**config.mk**
```make
export PLATFORM = sky130hd
export DESIGN_NAME = mem_arbiter_flat
export DESIGN_NICKNAME = d
export VERILOG_FILES = /design/src/rtl/mem_arbiter_if.sv /design/src/rtl/mem_arbiter.sv /design/src/flat_wrapper.sv
export SDC_FILE = /design/constraint.sdc
export NUM_CORES = 1
export LEC_CHECK = 0
export CAP_MARGIN = 5
export CORE_MARGIN = 4
export CORE_UTILIZATION = 32
export DETAILED_ROUTE_END_ITERATION = 6
export GPL_ROUTABILITY_DRIVEN = 0
export HOLD_SLACK_MARGIN = 0.08
export PLACE_DENSITY = 0.82
export SETUP_SLACK_MARGIN = 0.4
export SLEW_MARGIN = 5
export SYNTH_ARGS = -nofsm -noshare
export SYNTH_HDL_FRONTEND = slang
export SYNTH_SLANG_ARGS = --single-unit
export TNS_END_PERCENT = 10
```
**constraint.sdc**
```tcl
create_clock -name clk -period 1.8 [get_ports clk]
set_input_delay 0.36 -clock clk [delete_from_list [all_inputs] [get_ports clk]]
set_output_delay 0.36 -clock clk [all_outputs]
set_load 0.03 [all_outputs]
```
**src/rtl/mem_arbiter_if.sv**
```systemverilog
// Requester-side bus of the two-port memory arbiter.
// Index 0 is the processor port, index 1 the secondary requester.
interface mem_arbiter_if #(
    parameter int DBITS = 16
);
    logic [1:0]            req;
    logic [1:0]            we;
    logic [1:0]            lock;
    logic [1:0][15:0]      addr;
    logic [1:0][DBITS-1:0] wdata;
    logic [1:0]            ack;
    logic [DBITS-1:0]      rdata;
    logic                  busy;
    logic                  owner;

    modport master (
        output req, we, lock, addr, wdata,
        input  ack, rdata, busy, owner
    );

    modport slave (
        input  req, we, lock, addr, wdata,
        output ack, rdata, busy, owner
    );
endinterface

```
**src/rtl/mem_arbiter.sv**
```systemverilog
// Round-robin arbiter sharing one single-port memory between two requesters,
// with per-port lock for atomic sequences and a filler value for unmapped addresses.
module mem_arbiter #(
    parameter int               DBITS     = 16,
    parameter int               ABITS     = 12,
    parameter logic [DBITS-1:0] NOMEM_VAL = 16'hDEAD
) (
    input  logic              clk,
    input  logic              resetn,
    mem_arbiter_if.slave      bus,
    output logic [ABITS-1:0]  maddr,
    output logic [DBITS-1:0]  mdin,
    output logic              mwe,
    input  logic [DBITS-1:0]  mdout
);
    typedef enum logic [1:0] {IDLE, ACCESS, DONE} state_t;

    state_t           state;
    logic             pri;
    logic             locked;
    logic             owner;
    logic             busy;
    logic [1:0]       ack;
    logic [DBITS-1:0] rdata;
    logic             in_range;
    logic             grant;

    assign bus.ack   = ack;
    assign bus.rdata = rdata;
    assign bus.busy  = busy;
    assign bus.owner = owner;

    assign in_range = (bus.addr[owner][15:ABITS+1] == '0);

    // Contention goes to the locked owner if it holds a lock, else to the pointer.
    always_comb begin
        grant = bus.req[1];
        if (bus.req == 2'b11)
            grant = locked ? owner : pri;
    end

    // Memory strobes are live only in ACCESS; resetn gating kills an interrupted write.
    always_comb begin
        maddr = '0;
        mdin  = '0;
        mwe   = 1'b0;
        if (state == ACCESS) begin
            maddr = bus.addr[owner][ABITS:1];
            mdin  = bus.wdata[owner];
            mwe   = bus.we[owner] & in_range & resetn;
        end
    end

    always_ff @(posedge clk) begin
        if (!resetn) begin
            state  <= IDLE;
            pri    <= 1'b0;
            locked <= 1'b0;
            owner  <= 1'b0;
            busy   <= 1'b0;
            ack    <= 2'b00;
            rdata  <= '0;
        end else begin
            case (state)
                IDLE: begin
                    if (|bus.req) begin
                        owner <= grant;
                        busy  <= 1'b1;
                        state <= ACCESS;
                    end
                end
                ACCESS: begin
                    rdata <= in_range ? mdout : NOMEM_VAL;
                    ack   <= owner ? 2'b10 : 2'b01;
                    state <= DONE;
                end
                DONE: begin
                    ack    <= 2'b00;
                    busy   <= 1'b0;
                    pri    <= ~owner;
                    locked <= bus.lock[owner];
                    state  <= IDLE;
                end
                default: state <= IDLE;
            endcase
        end
    end
endmodule
```
**src/flat_wrapper.sv**
```systemverilog
// flat-port wrapper written by rule: the top's interface ports become plain ports
module mem_arbiter_flat 
#(
    parameter int               DBITS     = 16,
    parameter int               ABITS     = 12,
    parameter logic [DBITS-1:0] NOMEM_VAL = 16'hDEAD
)
  (clk, resetn, maddr, mdin, mwe, mdout, bus_req, bus_we, bus_lock, bus_addr, bus_wdata, bus_ack, bus_rdata, bus_busy, bus_owner);
  mem_arbiter_if #(.DBITS(DBITS)) bus_i ();
  input  logic clk;
  input  logic resetn;
  output logic [ABITS-1:0] maddr;
  output logic [DBITS-1:0] mdin;
  output logic mwe;
  input  logic [DBITS-1:0] mdout;
  input wire logic [$bits(bus_i.req)-1:0] bus_req;
  input wire logic [$bits(bus_i.we)-1:0] bus_we;
  input wire logic [$bits(bus_i.lock)-1:0] bus_lock;
  input wire logic [$bits(bus_i.addr)-1:0] bus_addr;
  input wire logic [$bits(bus_i.wdata)-1:0] bus_wdata;
  output wire logic [$bits(bus_i.ack)-1:0] bus_ack;
  output wire logic [$bits(bus_i.rdata)-1:0] bus_rdata;
  output wire logic [$bits(bus_i.busy)-1:0] bus_busy;
  output wire logic [$bits(bus_i.owner)-1:0] bus_owner;
  assign bus_i.req = bus_req;
  assign bus_i.we = bus_we;
  assign bus_i.lock = bus_lock;
  assign bus_i.addr = bus_addr;
  assign bus_i.wdata = bus_wdata;
  assign bus_ack = bus_i.ack;
  assign bus_rdata = bus_i.rdata;
  assign bus_busy = bus_i.busy;
  assign bus_owner = bus_i.owner;
  mem_arbiter #(.DBITS(DBITS), .ABITS(ABITS), .NOMEM_VAL(NOMEM_VAL)) u_core (.clk(clk), .resetn(resetn), .bus(bus_i), .maddr(maddr), .mdin(mdin), .mwe(mwe), .mdout(mdout));
endmodule
```
==> metrics <==
outcome=complete, but fails checks; violated checks=negative setup slack; Die Ht=77.86 um; sw frac=about a third; Req. time, crit path=1440 ps; Pleak=around 1.6 nW; worst hold path class=register to register; multiplexer area fraction after synthesis=between 20% and 30%; Avg Inst Size Synth=about 9 um2; post-route ant nets=0; Final Hold Fails=0; slew margin rel.=between 70% and 80%; Met1 Wirelength=approximately 2.6 mm; post-synthesis compound-gate area fraction=between 10% and 20%; VDD IR max=between 0.6 and 0.7 mV; min Tclk post-route=between 1500 and 2000 ps; Synth Area in XOR/XNOR=0%; Initial Utilization=between 30% and 40%; Pins Over Slew Limit=0; final worst-path cycle share=107.2%; fmax=about 520 MHz; Worst Reg2Reg Path Length in Cells=6; # diodes=0; internal power=approximately 1.7 mW; slowest cell on the critical path=or4_4; min-delay src=u_core.bus.busy; met2 wire len=roughly 3.5 mm; I/O Buffers=~130; max capacitance violation total=0; clk sinks=24; Ports=137; Sequential Power Share=24.2%; routed len/inst=~17 um; Cells after Synth=around 170; Multi-input gate area=approximately 0.0014 mm2; synth unique cells=28; register area share after synthesis=30.77%; row cnt=25; die area=just over 0.006 mm2; Initial DRC Count=38; worst r2r src=u_core.bus.owner; Final setup viols=10; register area=between 400 and 500 um2; reg2reg setup slack=~250 ps; syn nets=265; Cell Area, Placed=approximately 0.0031 mm2; crit-path max FO=5; Total Wirelength=between 6 and 7 mm; Worst Skew=2.082 ps; later-pin clock latency in the skew report=between 200 and 300 ps; crit end category=primary output; CTS tree=built; Setup CP Type=register to primary output; 1st-pass router iterations=5; gr usage total=a little under a fifth; final core utilization=between 70 and 80%; CTS clock-pin slew for the worst setup and hold paths=about 80 ps; # nets final=about 420; PwrDens=between 600 and 700 mW/mm2; initial antenna violation count=0; Post-Synth Adder-Cell Area=3.205%; FILL cells=approximately 280; RSZ-0062 raised after global routing=true; Die Wd=about 78 um; layout cells sized above 1=about two fifths; most common library cell in the layout ignoring fill and taps=clkdlybuf4s50_1; clock share of power=a little under a fifth; CP arrival=between 1500 and 2000 ps; DRC=0; Yosys reg bits=24; DR vias=approximately 1.9k; worst stage delay on the critical path=roughly 440 ps; startpoint types=register; post-cts hold buffer count=0; number of global-route vias before repair=1882; CTS Buf Count=3; Worst R2R End=u_core.bus.rdata[6]; first-pass GRT wire length=~9.4 mm; maximum clock path buffer count=2; total negative slack=-471.3 ps; largest family of logic cells by synthesized area=multiplexers; critical path, cell by cell=or4_4, o41ai_4, and4_4, buf_6; Psw=911.5 uW; worst setup slack after layout=-128.9 ps; H-tree Lvls=1; Tightest Pin Transition=between 400 and 500 ps; WL met3=about 660 um; Post-Synth Simple-Gate Area=18.99%; top sig layer=met4; largest net degree at the start of global routing=30; most frequent cells in the layout=clkdlybuf4s50_1 (81), buf_4 (39), nor2b_4 (24); synth warn=0; Post-Layout Inst Area=around 0.0038 mm2; hold worst-path end=u_core.bus.busy; combinational share of power=between 50 and 60%; via-per-instance ratio=between 4 and 5; mapped cell area=approximately 0.0016 mm2; Syn-to-layout area delta=141.9%; total gr overflow=0; post-place setup slack=-371.6 ps; dpl hpwl=4.442 mm; clk root buf=clkbuf_8; Core ar.=between 0.004 and 0.005 mm2; Hold Path Cell Cnt=2
power by group through the flow:
| stage | clock (mW) | sequential (mW) | combinational [mW] |
|---|---|---|---|
| after global placement | 0 | 0.639 | 1.15 |
| final | 0.473 | 0.630 | 1.50 |
| after CTS | 0.486 | 0.626 | 1.29 |
| after floorplan | 0 | 0.728 | 0.589 |
| after global routing | 0.502 | 0.636 | 1.59 |
| after detailed placement | 0 | 0.641 | 1.17 |
synth_stat cells:
cell type | count | share of area, %
a21oi_1 | 1 | 0.32
nor3b_1 | 1 | 0.48
and4_1 | 1 | 0.56
inv_2 | 1 | 0.24
mux2_2 | 1 | 0.72
a41o_1 | 5 | 3.2
nor2b_1 | 33 | 13
nand3_1 | 1 | 0.32
and3b_1 | 5 | 2.8
nand2_1 | 2 | 0.48
mux2i_1 | 32 | 21
nand2b_1 | 1 | 0.40
o211ai_1 | 1 | 0.48
a21o_1 | 1 | 0.48
a21boi_0 | 2 | 0.96
a22o_1 | 1 | 0.56
or4_4 | 1 | 0.72
o211a_1 | 1 | 0.64
o41ai_4 | 1 | 1.8
buf_2 | 3 | 0.96
buf_8 | 1 | 0.96
a31oi_1 | 12 | 4.8
inv_1 | 14 | 3.4
dfxtp_1 | 24 | 31
o21ai_0 | 13 | 4.2
clkbuf_1 | 9 | 2.2
buf_6 | 1 | 0.72
ha_1 | 4 | 3.2
metal layers:
layer	up-vias	track usage (%)
li1	916	-
met1	878	22.53
met2	93	33.99
met3	7	5.800
met4	0	4.270
met5	-	0
cells by family after synthesis:
kind of cell	Yosys count
muxes	33
DFF	24
buffers and inverters	29
adders and majority gates	4
and+or+nand+nor	45
AOI/OAI and AO/OA	38
registers in the layout, indices dropped and copies added (netlist names):
name              flops
u_core.bus.owner      1
u_core.bus.rdata     16
u_core.bus.ack        2
u_core.locked         1
u_core.state          2
u_core.bus.busy       1
u_core.pri            1
how the worst max path moves through the flow:
stage | slack [ps] | endpoint | start
global route | -160 | mwe | u_core.bus.owner
CTS | -140 | mwe | u_core.bus.owner
floorplan | 60 | mwe | u_core.bus.owner
global placement | -360 | mwe | bus_addr[13]
finish | -130 | mwe | u_core.bus.owner
detailed placement | -370 | mwe | bus_addr[13]
repair_timing:
item | 4_1_cts | 5_1_grt
pin swaps | 20 | 19
setup buffers | 7 | 14
cloned | 2 | 0
endpoints found under the setup margin | 65 | 62
gates resized for setup | 51 | 62
hold endpoints to repair | 0 | 0
area by class of cell:
class	count	share of cell area, %
multi-input combinational	120	37.86
clock inverter	1	0.7950
timing repair buffer	166	43.66
clock buffer	3	1.093
sequential	24	12.89
tap	67	2.219
inverter	15	1.491
critical path: cells and delay by family (launching register included):
family | cells | cell delay (ps)
flip-flops | 1 | 380
AO/OA/AOI/OAI | 1 | 80
AND/OR/NAND/NOR | 2 | 710
buffers and inverters | 1 | 130
through the flow:
step	hold WS [ps]	total power, mW	instances
4_1_cts	492.8	2.403	382
3_5_place_dp	480.3	1.807	369
2_1_floorplan	437.4	1.317	173
5_1_grt	542.2	2.723	396
3_3_place_gp	466.5	1.792	369
6_report	491.0	2.608	396
Note: power is estimated with default switching activity, not from simulation.
